--- config.mk ---
export PLATFORM = sky130hd
export DESIGN_NAME = count_up_to_limit_flat
export DESIGN_NICKNAME = d
export VERILOG_FILES = /design/src/rtl/count_up_to_limit_if.sv /design/src/rtl/count_up_to_limit.sv /design/src/flat_wrapper.sv
export SDC_FILE = /design/constraint.sdc
export NUM_CORES = 1
export LEC_CHECK = 0
export BUFFER_PORTS_ARGS = -buffer_cell sky130_fd_sc_hd__buf_2
export CAP_MARGIN = 5
export CORE_ASPECT_RATIO = 0.9
export CORE_MARGIN = 2
export CORE_UTILIZATION = 30
export DETAILED_ROUTE_END_ITERATION = 12
export PLACE_DENSITY = 0.54
export RECOVER_POWER = 100
export SLEW_MARGIN = 25
export SYNTH_ARGS = -nofsm -noshare
export SYNTH_HDL_FRONTEND = slang
export SYNTH_SLANG_ARGS = --single-unit
--- constraint.sdc ---
create_clock -name clk -period 1.33 [get_ports clk]
set_input_delay 0.0665 -clock clk [delete_from_list [all_inputs] [get_ports clk]]
set_output_delay 0.0665 -clock clk [all_outputs]
set_load 0.1 [all_outputs]
--- src/rtl/count_up_to_limit_if.sv ---
// rtl/count_up_to_limit_if.sv - control and display-digit bundle for the BCD up-counter.
interface count_up_to_limit_if;
  logic       reconfig;
  logic [3:0] setLimit_tens;
  logic [3:0] setLimit_units;
  logic       increment;
  logic       reset_timer;
  logic [3:0] digit_tens;
  logic [3:0] digit_units;
  logic       at_limit;
  logic       carry_out;

  modport master (
    output reconfig, setLimit_tens, setLimit_units, increment, reset_timer,
    input  digit_tens, digit_units, at_limit, carry_out
  );

  modport slave (
    input  reconfig, setLimit_tens, setLimit_units, increment, reset_timer,
    output digit_tens, digit_units, at_limit, carry_out
  );
endinterface

--- src/rtl/count_up_to_limit.sv ---
// rtl/count_up_to_limit.sv - two-digit BCD up-counter toward a programmable limit.
// Units and tens stages cascade through an internal carry; wraps with a pulse or saturates.
module count_up_to_limit #(
  parameter bit          WRAP              = 1'b1,
  parameter int unsigned RESET_LIMIT_TENS  = 9,
  parameter int unsigned RESET_LIMIT_UNITS = 9
) (
  input logic                 clk,
  input logic                 reset,
  count_up_to_limit_if.slave  bus
);

  localparam logic [3:0] RST_LIM_TENS  = 4'(RESET_LIMIT_TENS);
  localparam logic [3:0] RST_LIM_UNITS = 4'(RESET_LIMIT_UNITS);

  logic [3:0] tens_q, tens_d;
  logic [3:0] units_q, units_d;
  logic [3:0] lim_tens_q, lim_tens_d;
  logic [3:0] lim_units_q, lim_units_d;
  logic       carry_q, carry_d;

  logic [3:0] units_inc;
  logic [3:0] tens_inc;
  logic       units_carry;
  logic       at_limit;

  function automatic logic [3:0] clamp_bcd(input logic [3:0] d);
    return (d > 4'd9) ? 4'd9 : d;
  endfunction

  // Units stage feeds its rollover into the tens stage.
  always_comb begin
    units_carry = (units_q == 4'd9);
    units_inc   = units_carry ? 4'd0 : units_q + 4'd1;
    tens_inc    = tens_q;
    if (units_carry) begin
      tens_inc = (tens_q == 4'd9) ? 4'd0 : tens_q + 4'd1;
    end
  end

  assign at_limit = (tens_q == lim_tens_q) && (units_q == lim_units_q);

  always_comb begin
    tens_d      = tens_q;
    units_d     = units_q;
    lim_tens_d  = lim_tens_q;
    lim_units_d = lim_units_q;
    carry_d     = 1'b0;
    if (bus.reconfig) begin
      lim_tens_d  = clamp_bcd(bus.setLimit_tens);
      lim_units_d = clamp_bcd(bus.setLimit_units);
      tens_d      = 4'd0;
      units_d     = 4'd0;
    end else if (bus.reset_timer) begin
      tens_d  = 4'd0;
      units_d = 4'd0;
    end else if (bus.increment) begin
      if (at_limit) begin
        if (WRAP) begin
          tens_d  = 4'd0;
          units_d = 4'd0;
          carry_d = 1'b1;
        end
      end else begin
        tens_d  = tens_inc;
        units_d = units_inc;
      end
    end
  end

  always_ff @(posedge clk) begin
    if (reset) begin
      tens_q      <= 4'd0;
      units_q     <= 4'd0;
      lim_tens_q  <= RST_LIM_TENS;
      lim_units_q <= RST_LIM_UNITS;
      carry_q     <= 1'b0;
    end else begin
      tens_q      <= tens_d;
      units_q     <= units_d;
      lim_tens_q  <= lim_tens_d;
      lim_units_q <= lim_units_d;
      carry_q     <= carry_d;
    end
  end

  assign bus.digit_tens  = tens_q;
  assign bus.digit_units = units_q;
  assign bus.at_limit    = at_limit;
  assign bus.carry_out   = carry_q;

endmodule
--- src/flat_wrapper.sv ---
// flat-port wrapper written by rule: the top's interface ports become plain ports
module count_up_to_limit_flat 
#(
  parameter bit          WRAP              = 1'b1,
  parameter int unsigned RESET_LIMIT_TENS  = 9,
  parameter int unsigned RESET_LIMIT_UNITS = 9
)
  (clk, reset, bus_reconfig, bus_setLimit_tens, bus_setLimit_units, bus_increment, bus_reset_timer, bus_digit_tens, bus_digit_units, bus_at_limit, bus_carry_out);
  count_up_to_limit_if bus_i ();
  input logic clk;
  input logic reset;
  input wire logic [$bits(bus_i.reconfig)-1:0] bus_reconfig;
  input wire logic [$bits(bus_i.setLimit_tens)-1:0] bus_setLimit_tens;
  input wire logic [$bits(bus_i.setLimit_units)-1:0] bus_setLimit_units;
  input wire logic [$bits(bus_i.increment)-1:0] bus_increment;
  input wire logic [$bits(bus_i.reset_timer)-1:0] bus_reset_timer;
  output wire logic [$bits(bus_i.digit_tens)-1:0] bus_digit_tens;
  output wire logic [$bits(bus_i.digit_units)-1:0] bus_digit_units;
  output wire logic [$bits(bus_i.at_limit)-1:0] bus_at_limit;
  output wire logic [$bits(bus_i.carry_out)-1:0] bus_carry_out;
  assign bus_i.reconfig = bus_reconfig;
  assign bus_i.setLimit_tens = bus_setLimit_tens;
  assign bus_i.setLimit_units = bus_setLimit_units;
  assign bus_i.increment = bus_increment;
  assign bus_i.reset_timer = bus_reset_timer;
  assign bus_digit_tens = bus_i.digit_tens;
  assign bus_digit_units = bus_i.digit_units;
  assign bus_at_limit = bus_i.at_limit;
  assign bus_carry_out = bus_i.carry_out;
  count_up_to_limit #(.WRAP(WRAP), .RESET_LIMIT_TENS(RESET_LIMIT_TENS), .RESET_LIMIT_UNITS(RESET_LIMIT_UNITS)) u_core (.clk(clk), .reset(reset), .bus(bus_i));
endmodule
Yosys cells after proc, flatten, opt, wreduce, memory -nomap -nowiden --
Cells that the tools add are included.
Storage, ports and cells: bits in registers 17, input bits 13, output and inout port bits 10
Operators by class: add/sub/neg operators 2, magnitude comparators 2, equal/unequal tests 4, multiplexer cells 8, bitwise gates (word level) 1, reductions and logical operators 5
Operators by type and width (count):
- $mux 4 | 7
- $add 4x1->4 const B | 2
- $eq 4x4->1 | 2
- $eq 4x4->1 const B | 2
- $gt 4x4->1 const B | 2
- $reduce_or 4->1 | 1
- $reduce_or 3->1 | 1
- $reduce_and 2->1 | 1
- $reduce_bool 2->1 | 1
- $logic_and 1x1->1 | 1
- $mux 1 | 1
- $not 1->1 | 1

Logic depth before layout (Yosys ltp) --
Gate-level depths: netlist (run 1).
word-level depth 4, gate-level depth with buffers 6, gate-level depth less buffers 6

Worst setup path after synthesis (run 1) --
OpenSTA, ideal clock, no wires.
path kind register -> register, start register u_core.units_q[3] (netlist: u_core.bus.digit_units[3]), end register u_core.tens_q[3] (netlist: u_core.bus.digit_tens[3]), library setup time 0.201 ns, data arrival time 3.060 ns, data required time 1.129 ns, path slack -1.932 ns, cell stages (with the launch flop) 5, buffers on the path 0, period minus slack after synthesis 3.262 ns, path through dfxtp_1 xnor2_1 nand4_2 nor2_1 a221oi_1
Between the ends: longest elaborated chain between the ends 4, elaborated cells on any way between the ends 6, those cells by class eq/ne: 2; mux: 1; reduce/logical: 3
Ends and longest elaborated chain:
- start: declaration | line count_up_to_limit.sv:17 | logic [3:0] units_q, units_d;
- start signal: assignment | line count_up_to_limit.sv:80 | units_q <= units_d;
- $eq 4x4->1 * | line count_up_to_limit.sv:41 | assign at_limit = (tens_q == lim_tens_q) && (units_q == lim_units_q);
- $logic_and 1x1->1 * | line count_up_to_limit.sv:41
- net bus_at_limit | line flat_wrapper.sv:19 | output wire logic [$bits(bus_i.at_limit)-1:0] bus_at_limit;
- $reduce_bool 2->1 (no source line)
- $reduce_and 2->1 (no source line)
- end signal: assignment | line count_up_to_limit.sv:79 | tens_q <= tens_d;
- end: declaration | line count_up_to_limit.sv:16 | logic [3:0] tens_q, tens_d;
Mark *: on every way through the listed nets, which the timed path passes. The rest lies on a longest branch. A chain may end at the register's enable or synchronous reset.

Worst setup path in the final report (run 1) --
start register u_core.units_q[1] (netlist: u_core.bus.digit_units[1]), end output port bus_at_limit
Between the ends: longest elaborated chain between the ends 2
Ends and longest elaborated chain (line):
- $eq 4x4->1 | count_up_to_limit.sv:41
- $logic_and 1x1->1 | count_up_to_limit.sv:41
- end: declaration | flat_wrapper.sv:19
Every way passes these cells.

==> results of run 1 <==
[logic make-up (layout without fill, tap and decap cells)]
| kind of cell | after synthesis | after routing | share of synthesized area [%] |
|---|---|---|---|
| AND/OR/NAND/NOR | 43 | 43 | 31.4 |
| XOR/XNOR | 9 | 9 | 7.92 |
| flip-flops | 17 | 17 | 34.2 |
| buffers and inverters | 7 | 47 | 4.15 |
| AO/OA/AOI/OAI | 28 | 28 | 17.3 |
| adder cells (fa/ha/maj) | 4 | 4 | 5.03 |
[registers in the layout (all words and copies together), names as in the netlist]
name	count
u_core.bus.carry_out	1
u_core.bus.digit_tens	4
u_core.bus.digit_units	4
u_core.lim_tens_q	4
u_core.lim_units_q	4
[synthesized netlist by cell type (all sizes together), types with 2 or more instances]
| master | n |
|---|---|
| o22ai | 2 |
| o211ai | 2 |
| clkbuf | 2 |
| nand2b | 8 |
| buf | 2 |
| xnor2 | 8 |
| dfxtp | 17 |
| a31oi | 2 |
| o21ai | 10 |
| nand4 | 3 |
| nor4b | 2 |
| inv | 3 |
| nor2b | 4 |
| nand3b | 9 |
| a21oi | 5 |
| nand2 | 3 |
| nor2 | 5 |
| nor3 | 3 |
| ha | 4 |
[timing repair]
item                       CTS  global route
setup endpoints to repair    7            10
pin swaps                    8             1
resized for setup           11             5
setup buffers                7             0
[where the power goes]
| part | total [mW] | switching (mW) | leakage, nW | internal [mW] |
|---|---|---|---|---|
| registers | 0.522 | 0.0138 | 0.144 | 0.508 |
| logic | 0.133 | 0.0662 | 0.432 | 0.0668 |
| clock network | 0.392 | 0.179 | 0.0228 | 0.213 |
[through the flow]
step	instances	power (mW)	setup TNS, ns	instance area (um^2)
after floorplan	108	0.611	-1.61	1120
after global placement	179	0.651	-0.217	1350
after detailed placement	179	0.653	-0.346	1350
after CTS	190	1.06	-0.0943	1500
after global routing	190	1.09	-0.606	1530
final	190	1.05	-0.0876	1530
[path summary, 6_finish.rpt]
check / startpoint / to / slack (ns)
setup / recovery: u_core.bus.digit_units[1] / bus_at_limit / -0.07
hold / removal: bus_setLimit_tens[3] / u_core.lim_tens_q[3] / 0.05
setup reg to reg: u_core.bus.digit_units[1] / u_core.bus.digit_tens[2] / -0.02
hold reg to reg: u_core.lim_tens_q[1] / u_core.lim_tens_q[1] / 0.51
[layout make-up]
| cell class | count | area, um^2 |
|---|---|---|
| multi-input combinational | 84 | 785 |
| inverter | 3 | 11.3 |
| timing repair buffer | 40 | 267 |
| fill | 307 | 1590 |
| sequential | 17 | 368 |
| tap | 42 | 52.6 |
| clock buffer | 4 | 45.0 |
[critical path, stage by stage, from the launching register on]
cell	delay [ns]
dfxtp_4	0.34
buf_6	0.12
xnor2_4	0.17
nand4_4	0.12
nor2_4	0.14
buf_12	0.18
[metal layers]
layer,global-route usage (%),vias up,routed length (um),part of all wire [%]
met5,0,-,0,0
met4,3.65,0,8,0.33
met3,3.44,2,96,3.9
met2,23.9,22,1170,48
met1,18.5,435,1180,48
li1,-,476,-,-
==> results.md, run 1 <==
- Worst hold path depth: 2
- First-pass GRT wire length: ~4.2 mm
- Routed len/inst: roughly 13 um
- Worst-case clock buffer depth: 2
- Static leakage: 0.599 nW
- Iteration-0 DRC Markers: 24
- Initial antenna violation count: 0
- Outcome: complete, but fails checks
- Final Util: 49.1%
- Number of max-cap violations: 0
- Setup WS post-layout: -0.0693 ns
- N_diodes: 0
- Synth Instances: between 100 and 150
- CTS clk-pin slew, worst paths: 0.07 ns
- Final GP Congestion: ~0.85
- I/O Buffers: 22
- DRC viols: 0
- CP Data Arrival Time: between 1 and 1.5 ns
- Detail Route Antenna Nets: 0
- Top_reg_cell synth: dfxtp_1
- Post-synth EDFFs: 0
- # IOs: 23
- Failing checks: negative setup slack
- Tot GR Track Use: between 10 and 15%
- Crit path launch type: register
- Unrepaired setup endpoints after global routing: true
- VDD IR max: 0.000596 V
- TritonCTS clock tree: done
- Pwr dens: ~680 nW/um^2
- Clk sinks: 17
- CP required: roughly 1.3 ns
- Clock root buffer: clkbuf_8
- Area Overhead vs Synth: 53.4%
- Post-synthesis sequential area ratio: roughly 34%
- Final hold vios: 0
- Netlist cell types: 37
- Cell row count: 19
- Final HPWL from detailed placement: 1.75 mm
- Min Tclk post-route: between 1 and 1.5 ns
- Post-DR vias/cell: between 4 and 5
- Die area: ~3800 um^2
- Synth Register Bits: 17
- Post-Syn Nets: between 100 and 150
- Final Cycle Share: 105%
- Syn. warnings: 0
- Synth top area cells: dfxtp_1 (34%), xnor2_1 (7.0%), nand3b_1 (6.0%)
- Drt first pass iters: 4
- Grt ovf: 0
- Place WS: -0.0992 ns
- Share of the synthesized area in the top cell type: 34.2%
- Pin count of the biggest net entering global routing: 16
- H-Tree Depth: 1
- Min Hold Slack: ~0.05 ns
- Mapped cell area: around 1000 um^2
- Hold Crit Class: input port to register
- Net count, final: roughly 170
- Die Wd: about 65 um
- Rel. slew slack: around 64%
- Synth area leader: dfxtp_1
- Core area: between 3000 and 4000 um^2
- Slew @ Worst Pin: about 0.54 ns
- Commonest non-fill, non-tap cells in the layout: buf_4 (17), buf_2 (13), dfxtp_1 (9)
- Syn_area_per_cell: between 9 and 10 um^2
- Detailed-route via count: roughly 940
- Layout Skew: 0.00124 ns
- Hold_buf cts: 0
- Asr flop ratio synth: 0%
- CP endpoint kind: output port
- Crit Path Max Fanout: 3
- Final setup vio count: 2
- Final wirelength: 2.46 mm
- Setup CP Type: register to output port
- Final Max Tran Viols: 0
- Vias in the first global route: 890
- Clk_lat worst skew: about 0.25 ns
- F_max: between 700 and 800 MHz
- Die Ht: about 60 um
- Commonest non-fill, non-tap cell in the layout: buf_4
- Initial Util: a little under a third
- Inserted Clock Buffers: 3
- Layout cells sized above 1: between 40% and 50%
- Worst r2r path cells: 6
No activity file was read; power rests on OpenSTA's default activity.
==> run 2: changes to the inputs <==
CORE_UTILIZATION = 25   (was 30)
HOLD_SLACK_MARGIN = 0.1   (was unset)
PLACE_DENSITY = 0.48   (was 0.54)
==> results.md, run 2 (synthesized netlist as in run 1, its figures left out) <==
- CP endpoint kind: output port
- Final Max Tran Viols: 0
- Worst-case clock buffer depth: 2
- Commonest non-fill, non-tap cell in the layout: buf_4
- Final instance area: between 1500 and 2000 um^2
- Grt ovf: 0
- DP Cell Count: between 150 and 200
- Crit path launch type: register
- Layout cells sized above 1: about 46%
- Area Overhead vs Synth: 65.5%
- Inserted Clock Buffers: 3
- Outcome: complete, but fails checks
- Slowest cell delay on critical path: 0.35 ns
- Iteration-0 DRC Markers: 47
- DRC viols: 0
- Initial Util: 26.5%
- # IOs: 23
- Clock root buffer: clkbuf_8
- Die area: 4510 um^2
- First-pass GRT wire length: between 4 and 5 mm
- Rel. slew slack: 64.1%
- Die Ht: between 60 and 70 um
- Pwr dens: 645 nW/um^2
- Drt first pass iters: 4
- CP Data Arrival Time: between 1 and 1.5 ns
- Clk_lat worst skew: 0.25 ns
- Cell row count: 21
- Setup CP Type: register to output port
- Clk sinks: 17
- F_max: approximately 700 MHz
- Tot GR Track Use: a little over an eighth
- Core area: approximately 3800 um^2
- Routed len/inst: ~13 um
- CP required: 1.26 ns
- Detailed-route via count: between 900 and 1000
- TritonCTS clock tree: done
- I/O Buffers: 22
- Slowest-stage cell, CP: dfxtp_4
- Final GP Congestion: 0.793
- Slew @ Worst Pin: between 0.5 and 0.6 ns
- N_diodes: 0
- Final hold vios: 0
- Post-Layout Cell Count: between 200 and 250
- H-Tree Depth: 1
- Failing checks: negative setup slack
- VDD IR max: a little under 0.0004 V
- Pin count of the biggest net entering global routing: 16
- Place WS: -0.109 ns
- Grt peak-use layer: met2
- Crit Path Max Fanout: 3
- Total power: about 1.1 mW
- GR Layer Usage met2: 21.2%
- Die Wd: ~71 um
- Final Cycle Share: 106%
- Placed Instance Area: approximately 1400 um^2
- Static leakage: ~0.65 nW
- Crit-path cells: buf_6 > xnor2_4 > nand4_4 > nor2_4 > buf_12
- Net count, final: ~180
- Unrepaired setup endpoints after global routing: true
- Vias in the first global route: between 900 and 1000
- Layout Skew: approximately 0.0056 ns
- Commonest non-fill, non-tap cells in the layout: buf_4 (21), buf_2 (12), dlygate4sd3_1 (9), dfxtp_1 (9)
- Hold Crit Class: input port to register
- Final HPWL from detailed placement: approximately 1.9 mm
- GR Layer Usage met3: under 10%
- Final setup vio count: 4
- Min Tclk post-route: about 1.4 ns
- Post-DR vias/cell: between 4 and 5
- Detail Route Antenna Nets: 0
- Number of max-cap violations: 0
- Initial antenna violation count: 0
- CTS clk-pin slew, worst paths: 0.07 ns
- Setup WS post-layout: -0.0818 ns
- Final wirelength: around 2.7 mm
- GR Util met1: between 10% and 20%
## run 2: timing repair
item,CTS,global route
cloned,0,0
hold buffers,9,0
pin swaps,4,6
setup buffers,5,0
setup endpoints to repair,8,10
gates resized for setup,11,7
endpoints found under the hold margin,6,0
## run 2: final cells by class
type,instances,area [um^2]
timing repair buffer,53,384
inverter,3,11.3
tap,46,57.6
multi-input combinational,84,779
fill,370,2110
sequential,17,370
clock buffer,4,45.0
## run 2: final timing paths
path / start / end / slack (ns) / depth (start not counted)
worst min register to register: u_core.lim_tens_q[2] / u_core.lim_tens_q[2] / 0.52 / 2
worst max register to register: u_core.bus.digit_units[1] / u_core.bus.digit_units[2] / -0.06 / 7
worst min-delay path: bus_setLimit_units[3] / u_core.lim_units_q[3] / 0.11 / 3
worst max-delay path: u_core.bus.digit_units[1] / bus_at_limit / -0.08 / 5
## run 2: worst max-delay path: cells and delay by family (launching register included)
family / cells / cell delay [ns]
flops: 1 / 0.35
buf+inv: 2 / 0.30
simple gates: 2 / 0.27
xor+xnor: 1 / 0.16
## run 2: per-stage QoR
stage	hold WS [ns]	TNS (ns)	util, %
6_report	0.113	-0.222	43.9
5_1_grt	0.134	-0.836	43.9
4_1_cts	0.113	-0.236	43.2
3_5_place_dp	0.310	-0.277	37.3
3_3_place_gp	0.306	-0.144	37.3
2_1_floorplan	0.189	-1.61	-
## run 2: power breakdown
part	total, mW	switching, mW	internal [mW]
clock network	0.394	0.181	0.213
logic	0.151	0.0702	0.0807
registers	0.519	0.0130	0.506
## run 2: layer usage
layer / part of all wire (%) / vias to the layer above
li1: - / 499
met2: 46 / 12
met5: 0 / -
met3: 3.4 / 2
met1: 49 / 464
met4: 0.81 / 0
==> run 3: changes to the inputs <==
ABC_AREA = 1   (was unset)
SLEW_MARGIN = unset   (was 25)
==> results.md, run 3 <==
- Outcome: complete, but fails checks
- Failing checks: negative setup slack
- N_diodes: 0
- Sequential share of power: 48.8%
- Synth area leader: dfxtp_1
- Synth Instances: 140
- Hold Crit Class: input port to register
- Syn. warnings: 0
- Iteration-0 DRC Markers: between 40 and 50
- F_max: around 720 MHz
- Clk sinks: 17
- Mapped cell area: between 900 and 1000 um^2
- Routed len/inst: 11.1 um
- Net count, final: 206
- Top_reg_cell synth: dfxtp_1
- Worst-case clock buffer depth: 2
- Number of max-cap violations: 0
- Slew @ Worst Pin: around 0.54 ns
- Post-synth top cells: nand2_1 (39), dfxtp_1 (17), inv_1 (17), nor2_1 (17)
- VDD IR max: between 0.0003 and 0.0004 V
- Asr flop ratio synth: 0%
- Synth top area cells: dfxtp_1 (35%), nand2_1 (15%), inv_1 (6.6%)
- Layout Skew: between 0.0015 and 0.002 ns
- Crit path launch type: register
- Inserted Clock Buffers: 3
- Min Tclk post-route: about 1.4 ns
- Top-count cell post-synth: nand2_1
- Worst hold path endpoint: u_core.lim_units_q[0]
- Commonest non-fill, non-tap cell in the layout: nand2_1
- Pwr dens: between 700 and 800 nW/um^2
- Pin count of the biggest net entering global routing: 11
- Setup CP Type: register to output port
- Final Util: approximately 40%
- Worst r2r path cells: 10
- Final GP Congestion: between 0.7 and 0.8
- Detailed-route via count: 1019
- Netlist cell types: 25
- Setup WS post-layout: -0.0529 ns
- Tot GR Track Use: 11.7%
- Initial Util: a little over a quarter
- Launch point of the worst hold path: bus_setLimit_units[3]
- Die area: ~4400 um^2
- Layout cells sized above 1: between 40% and 50%
- Post-DR vias/cell: roughly 4.4
- Crit Path Max Fanout: 2
- First-pass GRT wire length: about 4.2 mm
- CTS clk-pin slew, worst paths: about 0.070 ns
- Grt ovf: 0
- Static leakage: a little under 0.7 nW
- Kind of cell adding the most delay to the critical path: flip-flops
- Post-synth EDFFs: 0
- H-Tree Depth: 1
- Clk_lat worst skew: roughly 0.26 ns
- # IOs: 23
- Die Ht: ~63 um
- Final Max Tran Viols: 0
- Final wirelength: roughly 2.6 mm
- Crit-path cells: xnor2_2 > nand2_2 > nor2_4 > nand2_4 > clkinvlp_4 > buf_12
- Syn_area_per_cell: 6.95 um^2
- Final HPWL from detailed placement: about 1.7 mm
- Final hold vios: 0
- Worst Path Buf+Inv: 2
- Cell row count: 21
- Psw: around 0.28 mW
- FILL cells: between 300 and 400
- Clock root buffer: clkbuf_8
- Combinational group share of total power: 13.5%
- R2R Setup Slk: 0.01 ns
- DRC viols: 0
- Clock Power Share: a little under two fifths
- Commonest non-fill, non-tap cells in the layout: nand2_1 (34), inv_1 (13), nor2_1 (13)
- Synth Register Bits: 17
- Final Cycle Share: 104%
- Post-Syn Nets: 157
- Die Wd: 69.8 um
- Vias in the first global route: 930
- CP required: 1.26 ns
- CP endpoint kind: output port
- TritonCTS clock tree: done
- Detail Route Antenna Nets: 0
- Post-synthesis sequential area ratio: 35.0%
- Worst hold path depth: 3
- Final TNS setup: -0.0529 ns
- Slowest-stage cell, CP: dfxtp_2
- Unrepaired setup endpoints after global routing: true
- Core area: between 3000 and 4000 um^2
- I/O Buffers: 22
- Final setup vio count: 1
- Switching Fraction: around a quarter
- Drt first pass iters: 4
- Slowest cell delay on critical path: 0.34 ns
- Worst R2R Start: u_core.lim_tens_q[1]
- Rel. slew slack: approximately 64%
- Initial antenna violation count: 0
- CP Data Arrival Time: ~1.3 ns
- Share of the synthesized area in the top cell type: around a third
- Reg2reg end: u_core.bus.digit_tens[0]
- Int Power: between 0.7 and 0.8 mW
- Area Overhead vs Synth: 54.9%
## run 3: cell types whose count changed after synthesis, sizes merged, moves of 4 or more
cell / delta
o21ai: -5
nand2: +39
xnor2: -4
nand2b: -8
nand3: +8
nor2: +16
nor2b: -4
nand3b: -9
inv: +17
## run 3: layout make-up
class                   count  area, um^2  area share [%]
flip-flops and latches     17         372            24.6
clock inverters             1        5.00           0.332
inverters                  21        87.6            5.81
repair buffers             46         335            22.2
clock buffers               3        41.3            2.74
multi-input cells         100         609            40.4
well taps                  46        57.6            3.82
## run 3: worst max-delay path by stage
stage	startpoint	endpoint	depth (start not counted)
floorplan	u_core.bus.digit_tens[2]	u_core.bus.digit_tens[0]	11
global placement	u_core.bus.digit_tens[1]	u_core.bus.digit_tens[0]	8
detailed placement	u_core.bus.digit_units[0]	u_core.bus.digit_tens[0]	10
CTS	u_core.bus.digit_units[1]	bus_at_limit	6
global route	u_core.lim_tens_q[1]	bus_at_limit	6
finish	u_core.lim_tens_q[1]	bus_at_limit	6
## run 3: kinds of logic after synthesis
group           after synthesis  share of synthesized area (%)
xor+xnor                      5                           4.50
flops                        17                           35.0
simple gates                 75                           36.0
fa+ha+maj                     4                           5.14
buf+inv                      23                           10.2
compound gates               16                           9.25
## run 3: repair_timing
item,CTS,global route
buffers inserted,9,3
endpoints found under the hold margin,9,0
gates cloned,0,0
hold buffers,14,0
resized for setup,7,19
setup endpoints to repair,2,13
pin swaps,7,8
## run 3: metal layers
layer | share of wire (%) | global-route usage, %
met1 | 48 | 15.7
met2 | 48 | 19.4
met3 | 3.4 | 1.76
met4 | 1.0 | 3.61
met5 | 0 | 0
## run 3: per-stage QoR
step	area [um^2]	power [mW]	hold WS (ns)	instances	setup WS [ns]
after global routing	1510	1.12	0.127	234	-0.122
after detailed placement	1180	0.630	0.281	206	0.00892
after CTS	1460	1.06	0.116	233	-0.0591
final	1510	1.06	0.102	234	-0.0529
after floorplan	1020	0.591	0.166	140	-0.507
after global placement	1180	0.628	0.267	206	0.0391
## run 3: worst register-to-register path, cell delays in order, from the launching register on
cell	delay, ns
dfxtp_2	0.34
xnor2_2	0.16
nand2_2	0.09
nor2_4	0.13
nand2_4	0.08
buf_6	0.13
nand2_4	0.07
nand2_4	0.07
nand2_1	0.07
nand2_1	0.04
nor2_1	0.09
## run 3: power groups by stage
stage	clock (mW)	sequential (mW)	combinational, mW
after floorplan	0	0.532	0.0590
after global placement	0	0.527	0.101
after detailed placement	0	0.527	0.103
after CTS	0.408	0.516	0.137
after global routing	0.436	0.520	0.161
final	0.400	0.518	0.144
